`src/rtl/mul_acc_pkg.sv`:
```
// Shared widths and FSM state encoding for the multiply-accumulate output stage.
package mul_acc_pkg;

  localparam int unsigned ACC_W_DEF = 40;
  localparam int unsigned CNT_W_DEF = 8;
  localparam int unsigned PROD_W    = 32;

  typedef enum logic [1:0] {
    ST_IDLE  = 2'd0,
    ST_ACCUM = 2'd1,
    ST_HOLD  = 2'd2
  } state_t;

endpackage

```
`src/rtl/acc_sat_add.sv`:
```
// ACC_W-bit accumulate add with carry-out; clamps to all-ones when MUL_ACC_SAT_EN is defined.
module acc_sat_add
  import mul_acc_pkg::*;
#(
  parameter int unsigned ACC_W = ACC_W_DEF
) (
  input  logic [ACC_W-1:0]  i_acc,
  input  logic [PROD_W-1:0] i_add,
  output logic [ACC_W-1:0]  o_sum_c,
  output logic              o_carry_c
);

  logic [ACC_W:0] w_full;

  assign w_full    = {1'b0, i_acc} + (ACC_W+1)'(i_add);
  assign o_carry_c = w_full[ACC_W];

`ifdef MUL_ACC_SAT_EN
  // Once clamped, any nonzero add carries again, so the value holds at all-ones.
  assign o_sum_c = o_carry_c ? {ACC_W{1'b1}} : w_full[ACC_W-1:0];
`else
  assign o_sum_c = w_full[ACC_W-1:0];
`endif

endmodule

```
`src/rtl/mul_acc_stage.sv`:
```
// Dot-product accumulate stage: sums products per group and presents the result with a valid/ready handshake.
// Build option: define MUL_ACC_SAT_EN to saturate the accumulator instead of wrapping.
module mul_acc_stage
  import mul_acc_pkg::*;
#(
  parameter int unsigned ACC_W = ACC_W_DEF,
  parameter int unsigned CNT_W = CNT_W_DEF
) (
  input  logic              clk,
  input  logic              rst_n,
  input  logic              in_valid,
  output logic              in_ready,
  input  logic [31:0]       in_prod,
  input  logic              in_last,
  output logic              out_valid,
  input  logic              out_ready,
  output logic [ACC_W-1:0]  out_acc,
  output logic [CNT_W-1:0]  out_count,
  output logic              out_ovf
);

  state_t             r_state;
  state_t             w_state_nxt;
  logic [ACC_W-1:0]   r_acc;
  logic [CNT_W-1:0]   r_cnt;
  logic               r_ovf;
  logic               r_out_valid;
  logic [ACC_W-1:0]   r_out_acc;
  logic [CNT_W-1:0]   r_out_count;
  logic               r_out_ovf;

  logic               w_in_fire;
  logic               w_out_fire;
  logic [ACC_W-1:0]   w_sum;
  logic               w_carry;
  logic [CNT_W-1:0]   w_cnt_nxt;
  logic               w_ovf_nxt;

  // Only path from an input to an output: ready passes through while a result waits.
  assign in_ready   = (r_state != ST_HOLD) || out_ready;
  assign w_in_fire  = in_valid && in_ready;
  assign w_out_fire = r_out_valid && out_ready;

  acc_sat_add #(
    .ACC_W (ACC_W)
  ) u_add (
    .i_acc     (r_acc),
    .i_add     (in_prod),
    .o_sum_c   (w_sum),
    .o_carry_c (w_carry)
  );

  assign w_cnt_nxt = (r_cnt == {CNT_W{1'b1}}) ? r_cnt : r_cnt + CNT_W'(1);
  assign w_ovf_nxt = r_ovf | w_carry;

  always_ff @(posedge clk or negedge rst_n) begin
    if (!rst_n) begin
      r_state <= ST_IDLE;
    end else begin
      r_state <= w_state_nxt;
    end
  end

  always_comb begin
    w_state_nxt = r_state;
    case (r_state)
      ST_IDLE, ST_ACCUM: begin
        if (w_in_fire) begin
          w_state_nxt = in_last ? ST_HOLD : ST_ACCUM;
        end
      end
      ST_HOLD: begin
        if (w_out_fire) begin
          if (w_in_fire) begin
            w_state_nxt = in_last ? ST_HOLD : ST_ACCUM;
          end else begin
            w_state_nxt = ST_IDLE;
          end
        end
      end
      default: w_state_nxt = ST_IDLE;
    endcase
  end

  // Group accumulator clears on the last transfer so the next product opens a fresh group.
  always_ff @(posedge clk or negedge rst_n) begin
    if (!rst_n) begin
      r_acc <= '0;
      r_cnt <= '0;
      r_ovf <= 1'b0;
    end else if (w_in_fire) begin
      if (in_last) begin
        r_acc <= '0;
        r_cnt <= '0;
        r_ovf <= 1'b0;
      end else begin
        r_acc <= w_sum;
        r_cnt <= w_cnt_nxt;
        r_ovf <= w_ovf_nxt;
      end
    end
  end

  // Result registers load only on a last transfer, so they hold while backpressured.
  always_ff @(posedge clk or negedge rst_n) begin
    if (!rst_n) begin
      r_out_valid <= 1'b0;
      r_out_acc   <= '0;
      r_out_count <= '0;
      r_out_ovf   <= 1'b0;
    end else begin
      r_out_valid <= (w_state_nxt == ST_HOLD);
      if (w_in_fire && in_last) begin
        r_out_acc   <= w_sum;
        r_out_count <= w_cnt_nxt;
        r_out_ovf   <= w_ovf_nxt;
      end
    end
  end

  assign out_valid = r_out_valid;
  assign out_acc   = r_out_acc;
  assign out_count = r_out_count;
  assign out_ovf   = r_out_ovf;

endmodule

```
`config.mk`:
```
export PLATFORM = sky130hd
export DESIGN_NAME = mul_acc_stage
export DESIGN_NICKNAME = d
export VERILOG_FILES = /design/src/rtl/mul_acc_pkg.sv /design/src/rtl/acc_sat_add.sv /design/src/rtl/mul_acc_stage.sv
export SDC_FILE = /design/constraint.sdc
export NUM_CORES = 1
export LEC_CHECK = 0
export BUFFER_PORTS_ARGS = -buffer_cell sky130_fd_sc_hd__buf_4
export CAP_MARGIN = 5
export CORE_UTILIZATION = 62
export DETAILED_ROUTE_END_ITERATION = 7
export PLACE_DENSITY = 0.86
export SYNTH_ARGS = -nofsm -noshare
export SYNTH_HDL_FRONTEND = slang
export SYNTH_SLANG_ARGS = --single-unit
```
`constraint.sdc`:
```
create_clock -name clk -period 4.7 [get_ports clk]
set_input_delay 0.235 -clock clk [delete_from_list [all_inputs] [get_ports clk]]
set_output_delay 0.235 -clock clk [all_outputs]
set_load 0.02 [all_outputs]
```
Word-level counts from Yosys, hierarchy flattened

Cells that the tools add are included.

Memories: 0
Bits in writable memories: 0
Bits in latches: 0
Input port bits: 37
Output and inout port bits: 51
ROM bits: 0
Logic and storage cells: 31
Register bits after elaboration: 101

$add $sub $neg: 2
Bitwise operators: 1
Equal/unequal tests: 5
Divide/modulo/power cells: 0
Magnitude comparators: 0
Muxes and demuxes: 9
Multipliers: 0
Shift-type cells: 0
Reduce and logical (&&, ||, !) cells: 6

Operators with widths:

| kind                  | count |
|---|---|
| $add A40 B32 Y41      | 1 |
| $mux W40              | 1 |
| $mux W8               | 2 |
| $add A8 B1 Y8 const B | 1 |
| $eq A8 B8 Y1 const B  | 1 |
| $mux W2               | 4 |
| $eq A2 B2 Y1 const B  | 2 |
| $pmux W2 S2           | 1 |
| $logic_and A1 B1 Y1   | 3 |
| $eq A2 B1 Y1 const B  | 1 |
| $logic_not A2 Y1      | 1 |
| $ne A2 B2 Y1 const B  | 1 |
| $reduce_or A2 Y1      | 1 |
| $logic_or A1 B1 Y1    | 1 |
| $mux W1               | 1 |
| $or A1 B1 Y1          | 1 |

Depth between registers and ports, before layout

Word-level depth: 7
Depth in mapped cells: 12
Mapped depth without buffers: 12

Modules after synthesis

Synthesis repeated with hierarchy kept, for this count alone.

Cell total of the unflattened synthesis: 712
Area total of the unflattened synthesis: 6532.5 um2

Modules (own cells, without submodules):

| module        | area an instance (um2) | cells an instance | seq. area each (um2) | times used |
|---|---|---|---|---|
| mul_acc_stage | 4156.5                 | 370               | 2527.4               | 1 |
| acc_sat_add   | 2376.0                 | 342               | 0.0                  | 1 |

Worst setup path after synthesis

No wires, ideal clock.

Kind: register -> register
Start: reg r_acc[0]
End: reg r_acc[38]
Path buffers: 0
Arrival: 2526 ps
Setup time: 135 ps
Stages on the path, launching flop included: 13
Clock period less this slack: 2660 ps
Path slack: 2040 ps
Data required time: 4565 ps
Cells stage by stage: dfrtp_1 -> ha_1 -> inv_1 -> fa_1 -> and2b_1 -> o2111ai_1 -> a21oi_2 -> a211oi_2 -> nand2b_4 -> o21a_4 -> a2111oi_4 -> mux2i_1 -> o22ai_1

Longest elaborated chain between the ends: 2

RTL lines:

| element                  | line                | RTL |
|---|---|---|
| start: declaration       | mul_acc_stage.sv:24 | `logic [ACC_W-1:0] r_acc;` |
| start signal: assignment | mul_acc_stage.sv:97 | `r_acc <= w_sum;` |
| $add A40 B32 Y41         | acc_sat_add.sv:15   | `assign w_full = {1'b0, i_acc} + (ACC_W+1)'(i_add);` |
| $mux W40                 | mul_acc_stage.sv:92 | `if (in_last) begin` |

Every way passes these cells.
A chain may end at the register's enable or synchronous reset.

Final worst setup path

Start: reg r_acc[0]
End: reg r_out_acc[20] (netlist: out_acc[20])

Longest elaborated chain between the ends: 1

RTL lines:

| element                | line                 | RTL |
|---|---|---|
| $add A40 B32 Y41       | acc_sat_add.sv:15    |  |
| end signal: assignment | mul_acc_stage.sv:114 | `r_out_acc <= w_sum;` |
| end: declaration       | mul_acc_stage.sv:28  | `logic [ACC_W-1:0] r_out_acc;` |

Every way passes these cells.

==> impl_results.md <==
* Status: completed
* Most frequent cells in the layout: nand2_1 (126), dfrtp_1 (101), buf_4 (92), o21ai_0 (60), a21oi_1 (43)
* Kind of end point of the critical path: flip-flop
* Worst r2r dst: out_acc[20]
* Max Cap Viol at 0
* Actual slew at the worst max-slew pin at 1.11 ns
* Worst skew pair latency at about 0.38 ns
* Fin. max-slew vios at 0
* Area growth syn-to-layout at 15.0%
* Final std cells w/o fill at 857
* Crit-path max cell delay at roughly 0.4 ns
* Total wire length at ~14 mm
* WP data required at 4.96 ns
* Crit-path slowest cell: dfrtp_1
* Tcrit/Tclk final at 0.633
* First-pass GRT wire length at approximately 24 mm
* Ys async rst share at 1.00
* Worst-path cell chain: ha_1 -> inv_1 -> fa_1 -> and2b_1 -> o2111ai_1 -> nand3_1 -> a211oi_1 -> o21ai_1 -> a211oi_1 -> o31ai_1 -> xor2_1 -> mux2_2
* Drt wl/cell at 16.5 um
* Root buffer cell: clkbuf_8
* Layout cell share with drive strength beyond 1 at 0.192
* Post-cts hold buffer count at 1
* Commonest non-fill, non-tap cell in the layout: nand2_1
* Leakage at 3.25 nW
* CP dominant cell by count: a211oi_1
* Synthesized Nets at around 700
* Met2 Usage GRT at 0.496
* Initial antenna violation count at 0
* Hold Crit Class: input pin to flip-flop
* DIE WIDTH at 100 um
* Sequential-to-total area share from yosys stat at 0.421
* IO buf count at 87
* CTS tree: done
* Clock period minus worst slack at 2.98 ns
* Hold Slack at ~0.18 ns
* R2R depth at 12
* CP Class: flip-flop to flip-flop
* Largest net degree at the start of global routing at 67
* Cell area after synthesis at 6000 um^2
* Max clock buf depth at 2
* Hold-critical path depth at 3
* Worst-case hold path end point: r_state[0]
* Total track usage at 0.303
* Row Count at 35
* Synth Area per Inst at 9.23 um^2
* Post-synthesis register bit count at approximately 100
* Pre-Repair DR Iteration Count at 5
* GR Util met3 at 0.0620
* RSZ-0062 raised after global routing: no
* Worst Hold Launch: out_ready
* Netlist cell types at 72
* Fin nets at 794
* DP Cell Count at 840
* Die ar. at 10100 um^2
* Mapped Cells at 650
* CTS HTree Levels at 3
* Worst VDD drop at 320 uV
* Vias/cell at 5.98
* Post-route ant nets at 0
* Worst Skew at around 0.018 ns
* Sum Neg Setup Slack at 0 ns
* Final setup violation count at 0
* Chip height at 100 um
* Crit start category: flip-flop
* Yosys warning count at 0
* Primary FF master, synth: dfrtp_1
* Highest clock rate at 336 MHz
* Final hold violation count at 0
* DRT iter0 DRCs at 270
* Starting Density at 0.646
* Area of the multi-input gates at between 3000 and 4000 um^2
* Total grt overflow at 0
* RR Startpoint: r_acc[0]
* Data arrival, critical path at 3.23 ns
* Core footprint at 9280 um^2
* Post-detail-place hpwl at just over 10 mm
* Via count at 5126
* Sequential cell area at 2530 um^2
* Clock Sinks at 101
* Post-CTS setup buffers at 0
* Io pins at 88
* Power per cell area at 609 nW/um^2
* Met1 Resource Use GR at 0.392
* Slew margin rel. at 0.260
* CTS Buf Count at 9
* Worst-path fanout max at 3
* DRC viols at 0
* Number of global-route vias before repair at 4952
* Post-synth EDFFs at 0
* GPL Wtd Cong at approximately 0.90
* Reg-to-reg setup timing slack at 1.72 ns
* Layer with the highest usage: met2
* Number of inserted diodes at 0
* Filler cell count at 700
* CTS resizes at 0
* Clock Pin Slew Worst Setup and Hold Paths at 0.09 ns
==> where the power goes <==
| part | internal, mW | leakage [nW] | switching, mW |
|---|---|---|---|
| clock | 0.249 | 0.0939 | 0.309 |
| combinational | 0.905 | 1.85 | 1.29 |
| sequential | 1.20 | 1.30 | 0.241 |
==> logic make-up (layout without fill, tap and decap cells) <==
logic type	after synthesis	after routing	synth area share
mux	14	14	0.0252
buf+inv	45	123	0.0357
compound gates	199	199	0.221
flops	101	101	0.421
xor+xnor	42	42	0.0613
fa+ha+maj	34	34	0.0722
simple gates	215	215	0.163
==> worst max path at each step <==
stage / to / startpoint / slack, ns / cells past startpoint
CTS: out_acc[20] / r_acc[0] / 1.75 / 12
global placement: r_acc[38] / r_acc[0] / 1.88 / 12
global route: out_acc[30] / r_acc[0] / 1.51 / 12
finish: out_acc[20] / r_acc[0] / 1.72 / 12
floorplan: r_acc[38] / r_acc[0] / 2.04 / 12
detailed placement: out_acc[20] / r_acc[0] / 1.82 / 12
==> flip-flops by register name (all words and copies together), names as in the netlist <==
name       cells
r_ovf          1
r_cnt          8
out_acc       40
r_state        2
out_valid      1
r_acc         40
out_count      8
out_ovf        1
==> metrics by stage <==
stage / total power [mW] / setup slack, ns / util / instance area [um^2]
finish: 4.20 / 1.72 / 0.743 / 6890
global route: 4.49 / 1.51 / 0.743 / 6890
CTS: 4.20 / 1.75 / 0.743 / 6890
detailed placement: 3.63 / 1.82 / 0.721 / 6690
global placement: 3.53 / 1.88 / 0.721 / 6690
floorplan: 2.95 / 2.04 / - / 6000
==> cell type report <==
class	instances	share of cell area
multi-input cells	504	0.473
flip-flops and latches	101	0.367
repair buffers	93	0.102
well taps	129	0.0234
clock buffers	11	0.0191
clock inverters	5	0.00871
inverters	14	0.00762
==> worst max-delay path: cells and delay by family, from the launching register on <==
family,cells,cell delay (ns)
fa+ha+maj,2,0.38
xor+xnor,1,0.16
buf+inv,1,0.07
compound gates,5,1.22
flops,1,0.39
mux,1,0.28
simple gates,2,0.34
==> synth_stat cells, types with 9 or more instances <==
cell type  number  share of area
a22o_1         17          0.025
clkbuf_1       13         0.0081
nand2_1       128          0.080
o31ai_1        10          0.013
a21oi_1        43          0.036
o21ai_0        60          0.050
xor2_1         20          0.029
xnor2_1        22          0.032
dfrtp_1       101           0.42
ha_1           33          0.069
nand3_1        12          0.010
buf_2           9         0.0075
a21o_1         13          0.016
nor2_1         30          0.019
inv_1          13         0.0081
==> metal layers <==
layer,vias to the layer above,part of all wire
li1,2446,-
met1,2460,0.43
met2,186,0.48
met3,34,0.060
met4,0,0.027
met5,-,0
Note: power is estimated with default switching activity, not from simulation.
